### src/rtl/cond_branch_ctrl.sv
// -----------------------------------------------------------------------------
// cond_branch_ctrl
//
// Conditional branch resolution unit for the execute stage. Holds the
// architectural condition flags {N,Z,C,V} written by the ALU, evaluates a
// 4-bit condition code against them for each branch, and produces a
// registered taken decision, branch target and fetch/decode flush request.
//
// Configuration macro:
//   CBC_FLAG_FWD_EN - when defined, a branch presented in the same cycle as
//                     flag_we=1 evaluates against alu_flags (same-cycle
//                     forwarding). When undefined, branches always evaluate
//                     the registered flags.
//
// Parameters:
//   PC_WIDTH   - program counter / target width
//   OFF_WIDTH  - signed branch offset width (two's complement, <= PC_WIDTH)
//
// Ports:
//   clk         in   system clock, rising edge
//   rst         in   asynchronous active-high reset
//   flag_we     in   ALU flag write enable
//   alu_flags   in   new flags {N,Z,C,V}
//   br_valid    in   branch instruction present this cycle
//   br_cond     in   condition code
//   br_pc       in   address of the branch instruction
//   br_offset   in   signed offset relative to br_pc
//   flags       out  current flag register
//   take_branch out  registered taken decision (one cycle per branch)
//   br_target   out  registered target, updated for every valid branch
//   flush       out  registered squash request (mirrors take_branch)
// -----------------------------------------------------------------------------
module cond_branch_ctrl #(
    parameter int PC_WIDTH  = 16,
    parameter int OFF_WIDTH = 8
) (
    input  logic                 clk,
    input  logic                 rst,
    input  logic                 flag_we,
    input  logic [3:0]           alu_flags,
    input  logic                 br_valid,
    input  logic [3:0]           br_cond,
    input  logic [PC_WIDTH-1:0]  br_pc,
    input  logic [OFF_WIDTH-1:0] br_offset,
    output logic [3:0]           flags,
    output logic                 take_branch,
    output logic [PC_WIDTH-1:0]  br_target,
    output logic                 flush
);

    // Condition decode: f = {N,Z,C,V}
    function automatic logic cond_decode(input logic [3:0] cond, input logic [3:0] f);
        logic n;
        logic z;
        logic c;
        logic v;
        logic res;
        n = f[3];
        z = f[2];
        c = f[1];
        v = f[0];
        case (cond)
            4'h0:    res = z;
            4'h1:    res = ~z;
            4'h2:    res = c;
            4'h3:    res = ~c;
            4'h4:    res = n;
            4'h5:    res = ~n;
            4'h6:    res = v;
            4'h7:    res = ~v;
            4'h8:    res = c & ~z;
            4'h9:    res = ~c | z;
            4'hA:    res = ~(n ^ v);
            4'hB:    res = n ^ v;
            4'hC:    res = ~z & ~(n ^ v);
            4'hD:    res = z | (n ^ v);
            4'hE:    res = 1'b1;
            4'hF:    res = 1'b0;
            default: res = 1'b0;
        endcase
        return res;
    endfunction

    logic [3:0]          flags_r;
    logic                take_r;
    logic                flush_r;
    logic [PC_WIDTH-1:0] target_r;

    logic [3:0]          eval_flags_s;
    logic                cond_true_s;
    logic [PC_WIDTH-1:0] offset_ext_s;
    logic [PC_WIDTH-1:0] next_target_s;

    // Select the flag set the current branch is evaluated against
    always_comb begin
        eval_flags_s = flags_r;
`ifdef CBC_FLAG_FWD_EN
        if (flag_we) begin
            eval_flags_s = alu_flags;
        end else begin
            eval_flags_s = flags_r;
        end
`endif
    end

    // Condition evaluation and target arithmetic (wraps modulo 2^PC_WIDTH)
    always_comb begin
        cond_true_s   = cond_decode(br_cond, eval_flags_s);
        offset_ext_s  = PC_WIDTH'(signed'(br_offset));
        next_target_s = br_pc + offset_ext_s;
    end

    // Flag register and registered branch decision/target
    always_ff @(posedge clk or posedge rst) begin
        if (rst) begin
            flags_r  <= 4'b0000;
            take_r   <= 1'b0;
            flush_r  <= 1'b0;
            target_r <= {PC_WIDTH{1'b0}};
        end else begin
            if (flag_we) begin
                flags_r <= alu_flags;
            end
            take_r  <= br_valid & cond_true_s;
            flush_r <= br_valid & cond_true_s;
            // Target tracks every valid branch, taken or not
            if (br_valid) begin
                target_r <= next_target_s;
            end
        end
    end

    assign flags       = flags_r;
    assign take_branch = take_r;
    assign flush       = flush_r;
    assign br_target   = target_r;

endmodule

### config.mk
export PLATFORM = sky130hd
export DESIGN_NAME = cond_branch_ctrl
export DESIGN_NICKNAME = d
export VERILOG_FILES = /design/src/rtl/cond_branch_ctrl.sv
export SDC_FILE = /design/constraint.sdc
export NUM_CORES = 1
export LEC_CHECK = 0
export CAP_MARGIN = 5
export CORE_AREA = 2 2 67 63
export CTS_CLUSTER_DIAMETER = 80
export DETAILED_ROUTE_END_ITERATION = 10
export DIE_AREA = 0 0 69 65
export GPL_ROUTABILITY_DRIVEN = 0
export PLACE_DENSITY = 0.84
export SLEW_MARGIN = 20
export SYNTH_ARGS = -nofsm -noshare
export SYNTH_HDL_FRONTEND = slang
export SYNTH_SLANG_ARGS = --single-unit
### constraint.sdc
create_clock -name clk -period 1.7 [get_ports clk]
set_clock_uncertainty 0.1 [all_clocks]
set_input_delay 0.17 -clock clk [delete_from_list [all_inputs] [get_ports clk]]
set_output_delay 0.17 -clock clk [all_outputs]
set_load 0.02 [all_outputs]
==> impl_results.md <==
- CP Class: in -> reg
- CTS Root Cell: clkbuf_8
- Remaining Overflow, GRT: 0
- R2R depth: 4
- Largest net degree at the start of global routing: 22
- Critical Path Max Stage Delay: 340 ps
- Routed Wire Length: 5650 microns
- Startpoint Class: input port
- Actual slew at the worst max-slew pin: 377 ps
- Routed Antenna Nets: 0
- Site Rows: 22
- Setup ws final: -211 ps
- Worst Setup End Kind: flip-flop
- Crit path max-delay cell type: fa_2
- Failing checks: negative setup slack
- Max Root-Sink Buffers: 2
- Status: finished with violations
- Fin nets: 330
- Maximum VDD drop: 0.383 mV
- Initial Utilization: 43.5%
- Die area: 4490 sq um
- Residual DRC: 0
- GRT Overall Usage: 21.9%
- Total chip power: 0.00221 W
- Post-synth cell types: 47
- Vias in the first global route: 1777
- DR vias/cell: 5.79
- Synth Net Count: 222
- Ys async rst share: 100%
- Worst EP required: 1810 ps
- RR Endpoint: flush
- Final Setup Violations: 6
- Critical Path, Cell by Cell: buf_6 > ha_4 > fa_2 > a21o_1 > a221oi_4 > buf_4 > o31ai_4 > buf_4 > o32ai_4 > a221o_1
- Fin Setup TNS: -858 ps
- EDFF count, synth: 0
- Worst r2r src: flags[0]
- N_diodes: 0
- Drt pass-1 iters: 4
- DR WL/cell: 17.4 microns
- Critical path launch point: br_offset[0]
- # port buffers: 57
- Synth warnings: 0
- Sequential-to-total area share from yosys stat: 31.3%
- CTS Sinks: 21
- Crit path arrival time: 2020 ps
- Flop2flop setup slack: 330 ps
- Cells after synthesis: 170
- Final Hold Fails: 0
- Synth Flop Type: dfrtp_1
- Final Critical Period: 1910 ps
- Die width: 69 microns
- Clock Latency Late Sink: 260 ps
- Num CTS Buffers: 3
- Cell area after synthesis: 1680 sq um
- RSZ-0062 raised after global routing: true
- H-tree levels: 1
- First-pass GRT wire length: 8150 microns
- Top cell by count, worst path: buf_4
- HP Class: in -> async
- Max-Cap Viols: 0
- Synthesis-to-finish area growth: 81.4%
- Pins over their slew limit: 0
- IO Pins: 58
- CP max FO: 3
- Clk slew on worst S/H paths: 80 ps
- Final Util: 79.0%
- 1st-iter DRT viols: 69
- Pleak: 1.30 nW
- Slew headroom: 74.8%
- Chip height: 65 microns
- Avg Cell Area, Syn: 9.87 sq um
- HPWL after DPL: 3390 microns
- Core area: 3850 sq um
- CP Capture Point: br_target[14]
- Vias: 1883
- PD cells: 725 nW/um^2
- F_max: 523 MHz
- Fin crit share: 112%
- Layout cells sized above 1: 44.0%
- CTS tree: done
- Antenna violations before repair: 0
- Synthesized flop and latch total: 21
-- area by class of cell --
type	count	area [sq um]
sequential	21	526
clock inverter	1	5.00
tap	48	60.1
inverter	6	22.5
timing repair buffer	110	952
clock buffer	3	41.3
fill	247	810
multi-input combinational	136	1440
-- critical path: cells and delay by family --
kind | cells | cell delay (ps)
AOI/OAI and AO/OA | 5 | 930
adders and majority gates | 2 | 490
buffers and inverters | 3 | 430
-- logic make-up (layout without fill, tap and decap cells) --
logic type               count (synthesis)  after routing  synth area share, %
AND/OR/NAND/NOR                         39             39                 11.3
adder cells (fa/ha/maj)                 16             16                 12.4
AO/OA/AOI/OAI                           52             52                 23.9
multiplexers                            17             17                 11.2
XOR/XNOR                                12             12                 6.26
flip-flops                              21             21                 31.3
buffers and inverters                   13            120                 3.65
-- stage by stage --
step | std cells | cell area (sq um) | setup slack [ps] | hold slack (ps)
2_1_floorplan | 170 | 1710 | -259 | 46.5
3_3_place_gp | 307 | 2590 | -779 | 390
3_5_place_dp | 307 | 2590 | -848 | 395
4_1_cts | 316 | 2880 | -176 | 155
5_1_grt | 325 | 3040 | -252 | 165
6_report | 325 | 3040 | -211 | 140
-- layout by cell type, fill, tap and decap left out, types with 4 or more instances in the layout --
| cell type | instances |
|---|---|
| dlygate4sd2_1 | 6 |
| mux2_4 | 4 |
| buf_6 | 4 |
| xnor2_1 | 7 |
| clkdlybuf4s50_1 | 36 |
| a21oi_1 | 8 |
| a21oi_2 | 5 |
| inv_1 | 5 |
| nand2_1 | 10 |
| o21ai_1 | 4 |
| dfrtp_1 | 21 |
| ha_4 | 12 |
| clkbuf_2 | 4 |
| buf_4 | 52 |
| nor2_1 | 7 |
| xor2_1 | 4 |
| mux2_2 | 10 |
-- Yosys cell counts, types with 3 or more instances --
cell type | n | area (sq um)
a21oi_1 | 16 | 80.1
inv_1 | 5 | 18.8
nor3_1 | 3 | 15.0
o21ai_0 | 3 | 15.0
nand3_1 | 3 | 15.0
xor2_1 | 4 | 35.0
and3_1 | 3 | 18.8
mux2i_1 | 3 | 30.0
nor2_1 | 7 | 26.3
xnor2_1 | 8 | 70.1
mux2_2 | 14 | 158
dfrtp_1 | 21 | 526
ha_1 | 15 | 188
nand2_1 | 14 | 52.6
nand4_1 | 3 | 18.8
o21ai_1 | 7 | 35.0
-- repair_timing --
action / 4_1_cts / 5_1_grt
endpoints found under the setup margin: 13 / 10
pin swaps: 16 / 21
cloned: 0 / 0
gates resized for setup: 70 / 31
setup buffers: 5 / 10
hold buffers: 0 / 0
-- flip-flops by register name, indices dropped and copies added (netlist names) --
signal	count
br_target	16
flags	4
flush	1
-- report_power, final --
group	internal [W]	total (W)	switching, W
Sequential	0.000594	0.000657	0.0000627
Combinational	0.000654	0.00121	0.000557
Clock	0.000163	0.000338	0.000174
-- layer usage --
metal / global-route usage, % / vias to the layer above / share of wire, %
li1: - / 854 / -
met1: 27.2 / 901 / 38
met2: 39.7 / 98 / 51
met3: 2.33 / 30 / 5.2
met4: 7.60 / 0 / 5.6
met5: 0 / - / 0
-- how the worst min path moves through the flow --
stage                         end  slack [ps]  depth (start not counted)
floorplan            br_target[0]          50                          1
global placement     br_target[6]         390                          1
finish                      flush         140                          3
detailed placement  br_target[10]         390                          1
global route         br_target[0]         160                          3
CTS                         flush         160                          3
Power figures use the tool's default switching activity.
==> edit: new RTL, same flow settings <==
Add a define of `CBC_FLAG_FWD_EN`.
--- a/src/rtl/cond_branch_ctrl.sv
+++ b/src/rtl/cond_branch_ctrl.sv
@@ -31,4 +31,6 @@
 //   flush       out  registered squash request (mirrors take_branch)
 // -----------------------------------------------------------------------------
+`define CBC_FLAG_FWD_EN
+
 module cond_branch_ctrl #(
     parameter int PC_WIDTH  = 16,
Behaviour: not the same (a bounded check fails within 4 cycles, from zero or initial values and one cycle with rst high).
==> edit against the original RTL <==
The flow still finishes with violations (negative setup slack). Combinational power up 4%. Setup slack better by 52 ps. Sequential cell count unchanged. Total power up 1.3%. Design area up 5.7%. Via count up 7.1%. Worst hold slack better by 9.9 ps. Wire length up 19%. Area after synthesis up 1.9%. Critical path type unchanged. Critical endpoint unchanged. Highest routed layer unchanged.
==> edit: results (changes against the original RTL) <==
- The sequential fraction of the synthesis area came to 30.7% (-0.60 points).
- The global-route usage over all layers is 27.7% (+5.8 points).
- Sorting the synthesized cells by how often they occur yields dfrtp_1, a21oi_1, ha_1.
- The actual transition at the worst max-transition pin is 395 ps (+17.9 ps).
- The met3 track utilization from global routing is 4.51% (+2.2 points).
- The final reports fail on negative setup slack.
- The wire length on met2 came to 3.60 mm (+25%).
- The number of detailed-routing iterations run before antenna repair came to 6 (+2).
- By area the synthesized netlist is led by dfrtp_1, ha_1, mux2_2.
- The cell leakage power is 1.36 nW (+4.3%).
- The delay contributed by the slowest stage of the critical path is 370 ps (+30 ps).
- The maximum VDD drop is 0.371 mV (-3.3%).
- The worst flop-to-flop path startpoint is flags[0].
- The number of buffers created by CTS is 3 (unchanged).
- The top layer reached by signal wires is met4.
- The flow ran to the end, but the final reports show violations.
- The met1 demand-to-capacity share in global routing is 30.8% (+3.6 points).
- The worst hold path belongs to the class primary input to asynchronous set/reset pin.
- The endpoint arrival time on the critical path is 1900 ps (-120 ps).
- The number of cells on the worst reg-to-reg path was 4 (unchanged).
- The number of design-rule violations left by the first detailed-router iteration came to 191 (+180%).
- The cell area after placement came to 2750 µm² (+6.0%).
- The number of nets still failing antenna checks after routing is 0 (unchanged).
- The sum of negative setup slack is -373 ps (+485 ps).
- The pre-CTS worst setup slack is -848 ps (-0.250 ps).
- The total number of vias is 2017 (+7.1%).
- The number of placed instances, taps included is 325 (+5.9%).
- The met2 demand-to-capacity share in global routing came to 52.0% (+12 points).
- The prevailing post-synth register cell is dfrtp_1.
- The total wire length after detailed routing is 6.74 mm (+19%).
- The post-synthesis average cell area is 9.66 µm² (-2.1%).
- The number of pins exceeding their max-slew limit in the final report is 0 (unchanged).
- The routed wire length on met3 is 441 µm (+52%).
- The detail-routed via count per cell is 5.85 (+0.91%).
- The net count of the mapped netlist is 229 (+3.2%).
- The capturing point of the worst reg2reg path is flush.
- The slack of the critical path is -158 ps (+52.3 ps).
- The number of global-route vias before repair is 2158 (+21%).
- The number of nets at the end of the flow is 350 (+6.1%).
- The fraction of final layout cells sized beyond drive strength 1 is 47.5% (+3.4 points).
- The minimum setup slack among reg-to-reg paths came to 30 ps (-300 ps).
- The wire length on met1 is 2.47 mm (+14%).
- The global-route wire length before repair is 9.96 mm (+22%).
- The largest driver fanout on the critical path is 3 (unchanged).
- The depth of the CTS H-tree was 1 (unchanged).
- The distinct cell type count of the synthesized netlist is 55 (+17%).
- The number of setup violations in the final report is 5 (-1).
- The HPWL after detailed placement is 3.86 mm (+14%).
- The worst hold-check slack is 150 ps (+9.94 ps).
[edit: cell count changes in the layout (fill, tap and decap cells not counted), moves of 3 or more]
cell,before,now
a21oi_1,8,11
a21oi_2,5,2
a21oi_4,3,6
buf_2,1,4
buf_4,52,58
buf_6,4,10
clkdlybuf4s50_1,36,33
mux2_2,10,7
mux2_4,4,1
nand2b_1,1,4
o21ai_1,4,1
o311ai_1,0,3
xnor2_1,7,3
[edit: critical path: cells and delay by family]
kind | cells | cell delay (ps)
buffers and inverters | 1 | 100
AOI/OAI and AO/OA | 5 | 1110
adders and majority gates | 2 | 520
[edit: how the worst max path moves through the flow]
| stage | from | end |
|---|---|---|
| floorplan | br_pc[0] | br_target[14] |
| global placement | br_pc[0] | br_target[14] |
| detailed placement | br_pc[0] | br_target[14] |
| CTS | br_offset[0] | br_target[14] |
| global route | br_offset[0] | br_target[14] |
| finish | br_offset[0] | br_target[14] |
[edit: cell type report]
class                   count  area [µm²]
inverters                  12        47.5
clock buffers               4        45.0
well taps                  48        60.1
repair buffers            121        1030
flip-flops and latches     21         526
multi-input cells         139        1510
fillers                   196         636
[edit: repair_timing]
action,CTS,global route
pin swaps,29,29
gates cloned,0,0
setup endpoints to repair,13,11
gates resized for setup,92,36
setup buffers,11,6
[edit: cells by family after synthesis]
kind of cell / count (synthesis) / synth area share [%]
AO/OA/AOI/OAI: 54 / 23.3
XOR/XNOR: 9 / 4.61
adder cells (fa/ha/maj): 16 / 12.1
buffers and inverters: 17 / 4.46
flip-flops: 21 / 30.7
multiplexers: 15 / 10.8
AND/OR/NAND/NOR: 45 / 13.9
[edit: report_power, final]
group	switching, mW	internal, mW	total, mW	leakage [nW]
clock	0.164	0.167	0.330	0.0228
sequential	0.0587	0.588	0.647	0.249
combinational	0.598	0.659	1.26	1.09
